**src/rtl/counter_pkg.sv**
```systemverilog
// Shared types and constants for the synchronous down counter / timer.
package counter_pkg;

   typedef enum logic [1:0] {
      IDLE = 2'd0,
      RUN  = 2'd1,
      DONE = 2'd2
   } cnt_state_t;

   localparam logic MODE_ONESHOT  = 1'b0;
   localparam logic MODE_PERIODIC = 1'b1;

endpackage

```
**src/rtl/dcnt_core.sv**
```systemverilog
// WIDTH-bit count register: synchronous clear, load and decrement, plus a q==1 flag.
module dcnt_core #(
   parameter int WIDTH = 4
) (
   input  logic             clk,
   input  logic             clr,
   input  logic             ld,
   input  logic [WIDTH-1:0] ld_val,
   input  logic             dec,
   output logic [WIDTH-1:0] q,
   output logic             q_is_one
);

   always_ff @(posedge clk) begin
      if (clr) begin
         q <= '0;
      end else if (ld) begin
         q <= ld_val;
      end else if (dec && (q != '0)) begin
         q <= q - 1'b1;
      end
   end

   assign q_is_one = (q == WIDTH'(1));

endmodule

```
**src/rtl/sync_down_counter.sv**
```systemverilog
// Loadable down counter / timer with one-shot and periodic modes and a registered tc pulse.
//
//   state | meaning
//   IDLE  | no count in progress, q holds
//   RUN   | counting down on en, busy=1
//   DONE  | one-shot expired, q=0, done=1 until load or rst
module sync_down_counter
   import counter_pkg::*;
#(
   parameter int WIDTH = 4
) (
   input  logic             clk,
   input  logic             rst,
   input  logic             load,
   input  logic [WIDTH-1:0] load_val,
   input  logic             mode,
   input  logic             en,
   output logic [WIDTH-1:0] q,
   output logic             tc,
   output logic             busy,
   output logic             done
);

   cnt_state_t       state;
   logic [WIDTH-1:0] reload;
   logic             mode_r;
   logic             q_is_one;
   logic             run_step;
   logic             expire;
   logic             core_ld;
   logic [WIDTH-1:0] core_val;

   assign run_step = (state == RUN) && en;
   assign expire   = run_step && q_is_one;

   // Periodic expiry re-enters the count through the load path of the core.
   assign core_ld  = load || (expire && (mode_r == MODE_PERIODIC));
   assign core_val = load ? load_val : reload;

   dcnt_core #(.WIDTH(WIDTH)) u_core (
      .clk      (clk),
      .clr      (rst),
      .ld       (core_ld),
      .ld_val   (core_val),
      .dec      (run_step),
      .q        (q),
      .q_is_one (q_is_one)
   );

   always_ff @(posedge clk) begin
      if (rst) begin
         state  <= IDLE;
         reload <= '0;
         mode_r <= MODE_ONESHOT;
         tc     <= 1'b0;
         busy   <= 1'b0;
         done   <= 1'b0;
      end else if (load) begin
         reload <= load_val;
         mode_r <= mode;
         tc     <= 1'b0;
         done   <= 1'b0;
         if (load_val != '0) begin
            state <= RUN;
            busy  <= 1'b1;
         end else begin
            state <= IDLE;
            busy  <= 1'b0;
         end
      end else begin
         tc <= 1'b0;
         case (state)
            RUN: begin
               if (expire) begin
                  tc <= 1'b1;
                  if (mode_r == MODE_ONESHOT) begin
                     state <= DONE;
                     busy  <= 1'b0;
                     done  <= 1'b1;
                  end
               end
            end
            IDLE: begin
               busy <= 1'b0;
               done <= 1'b0;
            end
            DONE: begin
               busy <= 1'b0;
               done <= 1'b1;
            end
            default: begin
               state <= IDLE;
               busy  <= 1'b0;
               done  <= 1'b0;
            end
         endcase
      end
   end

endmodule

```
**config.mk**
```make
export PLATFORM = sky130hd
export DESIGN_NAME = sync_down_counter
export DESIGN_NICKNAME = d
export VERILOG_FILES = /design/src/rtl/counter_pkg.sv /design/src/rtl/dcnt_core.sv /design/src/rtl/sync_down_counter.sv
export SDC_FILE = /design/constraint.sdc
export NUM_CORES = 1
export LEC_CHECK = 0
export CELL_PAD_IN_SITES_DETAIL_PLACEMENT = 1
export CELL_PAD_IN_SITES_GLOBAL_PLACEMENT = 1
export CORE_MARGIN = 2
export CORE_UTILIZATION = 38
export DETAILED_ROUTE_END_ITERATION = 8
export GPL_ROUTABILITY_DRIVEN = 0
export PLACE_DENSITY_LB_ADDON = 0.08
export SLEW_MARGIN = 20
export SYNTH_ARGS = -nofsm -noshare
export SYNTH_HDL_FRONTEND = slang
export SYNTH_SLANG_ARGS = --single-unit
```
**constraint.sdc**
```tcl
create_clock -name clk -period 3.2 [get_ports clk]
set_clock_uncertainty 0.2 [all_clocks]
set_input_delay 0.32 -clock clk [delete_from_list [all_inputs] [get_ports clk]]
set_output_delay 0.32 -clock clk [all_outputs]
set_load 0.005 [all_outputs]
```
# Word level (Yosys, flattened, before mapping)
# Cells that the tools add are included.
dict set report word_totals {
  reg_bits 14
  inputBits 9
  out_inout_bits 7
  wordCells 49
}
dict set report classes {
  add_sub_neg 1
  n_eq_ne 8
  n_mux 17
  bitwise_logic 1
  n_reduce_logical 15
}
# operator n
set op_table {}
lappend op_table {{2-to-1 mux 4 bit} 3}
lappend op_table {{2-to-1 mux 1 bit} 9}
lappend op_table {{nonzero test 4 bit} 2}
lappend op_table {{2-to-1 mux 2 bit} 3}
lappend op_table {{!= test 3 bit (second input constant)} 2}
lappend op_table {{equality test 4 x 1 -> 1 bit (second input constant)} 1}
lappend op_table {{logical AND 1 bit} 4}
lappend op_table {{!= test 2 bit (second input constant)} 2}
lappend op_table {{one-hot mux 2 bit (2 select lines)} 1}
lappend op_table {{AND reduction 2 bit} 2}
lappend op_table {{OR reduction 2 bit} 2}
lappend op_table {{subtractor 4 x 1 -> 4 bit (second input constant)} 1}
lappend op_table {{AND reduction 3 bit} 1}
lappend op_table {{OR reduction 3 bit} 1}
lappend op_table {{equality test 2 x 1 -> 1 bit (second input constant)} 1}
lappend op_table {{equality test 2 bit (second input constant)} 1}
lappend op_table {{zero test 2 bit} 1}
lappend op_table {{!= test 2 x 1 -> 1 bit (second input constant)} 1}
lappend op_table {{one-hot mux 1 bit (2 select lines)} 1}
lappend op_table {{nonzero test 2 bit} 1}
lappend op_table {{logical OR 1 bit} 1}
lappend op_table {{NOT 1 bit} 1}

# Longest topological paths before layout
dict set report depth {
  ltp_word 6
  depth_mapped 6
  mapped_depth_nobuf 6
}

# By module
# A second synthesis with hierarchy kept.
dict set report hier_totals {
  cells_unflattened 77
  hier_area_um2 735.7
}
# module n_inst cells_each area_per_inst_um2 seq_area_each_um2
set modules_own_cells {}
lappend modules_own_cells {sync_down_counter 1 44 449.2 200.2}
lappend modules_own_cells {dcnt_core 1 33 286.5 80.1}

# Worst setup path before layout
# No wires, ideal clock.
dict set report synth_path {
  path_type {register to register}
  start {reg u_core.q[0]}
  end {reg state[0]}
  setup_time_ps 116
  t_arrival_ps 1433
  slack_ps 1451
  stages_incl_launch_ff 6
  path_buffers 0
  synth_period_minus_slack_ps 1749
  path_cell_list {dfxtp_1 -> ha_1 -> or3b_4 -> o21ai_2 -> nand2_1 -> a31o_2}
}
dict set report synth_between {
  elab_chain_cells 4
}
# item line_no
set synth_lines {}
lappend synth_lines {{start, declared} dcnt_core.sv:10} ;# output logic [WIDTH-1:0] q,
lappend synth_lines {{start signal, assigned} dcnt_core.sv:18} ;# q <= ld_val;
lappend synth_lines {{start signal, assigned} dcnt_core.sv:20} ;# q <= q - 1'b1;
lappend synth_lines {{equality test 4 x 1 -> 1 bit} dcnt_core.sv:24} ;# assign q_is_one = (q == WIDTH'(1));
lappend synth_lines {{logical AND 1 bit} sync_down_counter.sv:34} ;# assign expire = run_step && q_is_one;
lappend synth_lines {{!= test 3 bit (no source line)} -}
lappend synth_lines {{AND reduction 3 bit (no source line)} -}
lappend synth_lines {{end signal, assigned} sync_down_counter.sv:52} ;# state <= IDLE;
lappend synth_lines {{end signal, assigned} sync_down_counter.sv:64} ;# state <= RUN;
lappend synth_lines {{end signal, assigned} sync_down_counter.sv:67} ;# state <= IDLE;
lappend synth_lines {{end, declared} sync_down_counter.sv:24} ;# cnt_state_t state;
# Every way passes these cells.
# A chain may end at the register's enable or synchronous reset.

# Worst setup path in the final report
dict set report layout_path {
  start {reg state[1]}
  end {reg u_core.q[1]}
}
dict set report layout_between {
  elab_chain_cells 6
  elab_cells_between_ends 8
  cone_classes {eq/ne: 1; mux: 1; reduce/logical: 6}
}
# item line_no
set layout_lines {}
lappend layout_lines {{equality test 2 x 1 -> 1 bit *} sync_down_counter.sv:33} ;# assign run_step = (state == RUN) && en;
lappend layout_lines {{logical AND 1 bit *} sync_down_counter.sv:33}
lappend layout_lines {{logical AND 1 bit} sync_down_counter.sv:34}
lappend layout_lines {{logical AND 1 bit} sync_down_counter.sv:37} ;# assign core_ld = load || (expire && (mode_r == MODE_PERIODIC));
lappend layout_lines {{logical OR 1 bit} sync_down_counter.sv:37}
lappend layout_lines {{2-to-1 mux 4 bit / nonzero test 2 bit (equally long branches)} -}
# Every way passes the cells marked *; elsewhere a longest branch is shown, timed or not.

==> flow_metrics.py <==
metrics = {
    "sta": {
        "slew_headroom": 0.699,
        "fin_ws_ns": 1.35,
        "slew_violations": 0,
        "rsz0062_at_grt": "no",
        "post-route-min-period_ns": 1.85,
        "worst_pin_slew_ns": 0.449,
        "hold_viol": 0,
        "fmax_ghz": 0.541,
        "setup-tns-final_ns": 0,
        "hold_slack_ns": 0.265,
        "min_period_over_period": 0.578,
        "setup_violations": 0,
    },
    "worst_hold_path": {
        "hold_path.class": "reg2reg",
    },
    "power": {
        "power.leakage_nw": 0.332,
        "finalPower_uw": 358,
        "ir_drop_mv": 0.229,
        "power_density_nw_per_um2": 392,
    },
    "critical_path": {
        "cp_max_fo": 5,
        "cp_cell_sequence": "inv_1 -> ha_1 -> nand2_2 -> a21oi_1 -> mux2_2 -> o31ai_1",
        "cpPeakStageDelay_ns": 0.36,
        "cpLargestDelayFamily": "compound AO/OA/AOI/OAI gates",
        "worst-endpoint-required_ns": 3.20,
        "crit_buf_inv": 1,
        "cp-start-kind": "flip-flop",
        "slowest_stage": "mux2_2",
        "path_class": "reg2reg",
        "cp-end-kind": "flip-flop",
        "cp.arrival_ns": 1.85,
    },
    "final_layout": {
        "layout_common_cells": "15 x clkdlybuf4s50_1, 14 x dfxtp_1, 12 x nor2_1",
        "fillers": 224,
        "stdcell_area_um2": 913,
        "drive_above_1_share": 0.101,
        "antenna_cells": 0,
        "fin_nets": 115,
        "syn_to_final_growth_pct": 26.7,
        "layout_commonest_cell": "clkdlybuf4s50_1",
    },
    "synth": {
        "avgSynthCellArea_um2": 8.58,
        "yosysTopAreaCellShare": 0.389,
        "syn-num-nets": 98,
        "synth_edf_count": 0,
        "ys_types": 27,
        "yosysWarnings": 0,
        "ys_seq_area_frac": 0.389,
        "synth_area_leaders": "dfxtp_1 39%, ha_1 8.7%, nor2_1 6.3%",
        "yosys_most_used_dff": "dfxtp_1",
        "ys_seq_elements": 14,
        "synth_area_leader_cell": "dfxtp_1",
        "synthCells": 84,
        "syn_area_um2": 721,
        "async_flop_share": 0,
    },
    "global_routing": {
        "grt_overflow_total": 0,
        "grtUsageMet3": 0.0566,
        "grt_pass1_vias": 601,
        "top_usage_layer": "met2",
        "grt_max_degree": 15,
        "grt_pass1_wl_mm": 2.49,
        "grt_util_met2": 0.243,
        "antenna_found_initial": 0,
        "globalRouteMet1Util": 0.210,
        "grtUsageTotal": 0.163,
    },
    "floorplanning": {
        "die_area_um2": 2260,
        "coreArea_um2": 1760,
        "num_io_pins": 16,
        "fp-row-count": 15,
        "initial_utilization": 0.409,
        "die_w_um": 47.6,
        "fp.dieH_um": 47.6,
    },
    "route": {
        "wl_per_cell_um": 12.4,
        "wl_mm": 1.54,
        "detail-route-antenna-nets": 0,
        "dr_total_vias": 614,
        "drtIter0Drc": 3,
        "drc": 0,
        "drt-vias-per-instance": 4.95,
        "firstDrtPassIters": 4,
    },
    "clock_network": {
        "clock_path_buffers": 2,
        "clock_latency_ns": 0.28,
        "postCtsSetupBuffers": 0,
        "clock_sinks": 14,
        "post_cts_resized": 0,
        "clkSlewWorstSetupHoldPaths_ns": 0.08,
        "cts_tree": "yes",
        "cts_buffers": 3,
        "hold_buffers": 0,
        "root_buffer": "clkbuf_4",
        "cts_max_level": 1,
    },
    "flow_run": {
        "maxCapViolCount": 0,
    },
    "placement": {
        "dpl-instance-area_um2": 891,
        "dp_hpwl_mm": 1.16,
        "io_buffers": 15,
        "place_ws_ns": 1.18,
    },
    "status": {
        "status": "completed",
    },
}
==> tightest hold or removal path: stages (launching register included) <==
cell and delay, ns:
dfxtp_1 0.32, nand2_1 0.05, o21bai_1 0.05
==> per-stage QoR <==
step                 util  cells
floorplan               -     84
global placement    0.505    121
CTS                 0.518    124
detailed placement  0.505    121
global route        0.518    124
finish              0.518    124
==> where the power goes <==
group | switching, mW | internal, mW | leakage (nW)
combinational | 0.0308 | 0.0361 | 0.203
clock | 0.0566 | 0.0438 | 0.0138
sequential | 0.00754 | 0.183 | 0.115
==> synth_stat cells (all sizes together), types with 2 or more instances <==
cell / instances
inv: 4
nor3b: 2
nand2: 6
nor4: 2
o31ai: 2
mux2i: 4
a21oi: 7
nor2: 13
ha: 5
clkbuf: 3
nand3: 2
o21ai: 2
nand2b: 4
dfxtp: 14
nor3: 5
==> state kept, by name, summed over array words and instances, names as in the netlist <==
name / cells
reload: 4
u_core.q: 4
state: 2
busy: 1
done: 1
mode_r: 1
tc: 1
==> path summary, 6_finish.rpt <==
path,startpoint,endpoint,slack (ns),depth (start not counted)
setup reg to reg,state[1]$_SDFFE_PP0P_,u_core.q[1]$_SDFFE_PP0P_,1.35,6
hold / removal,busy$_SDFFE_PP0P_,busy$_SDFFE_PP0P_,0.26,2
setup / recovery,state[1]$_SDFFE_PP0P_,u_core.q[1]$_SDFFE_PP0P_,1.35,6
hold reg to reg,busy$_SDFFE_PP0P_,busy$_SDFFE_PP0P_,0.26,2
==> layout make-up <==
type                       count  area, um^2  share of cell area
multi-input combinational     63         414               0.453
sequential                    14         280               0.307
timing repair buffer          15         150               0.164
tap                           25        31.3              0.0342
clock buffer                   3        22.5              0.0247
inverter                       4        15.0              0.0164
==> routing by layer <==
| layer | vias up | wire length (um) |
|---|---|---|
| met2 | 17 | 651 |
| li1 | 324 | - |
| met5 | - | 0 |
| met1 | 270 | 794 |
| met4 | 0 | 21 |
| met3 | 3 | 69 |
==> logic make-up after synthesis <==
| kind of cell | synth area share |
|---|---|
| simple gates | 0.259 |
| compound gates | 0.146 |
| xor+xnor | 0.0122 |
| flops | 0.389 |
| mux | 0.0712 |
| fa+ha+maj | 0.0868 |
| buf+inv | 0.0365 |
No activity file was read; power rests on OpenSTA's default activity.
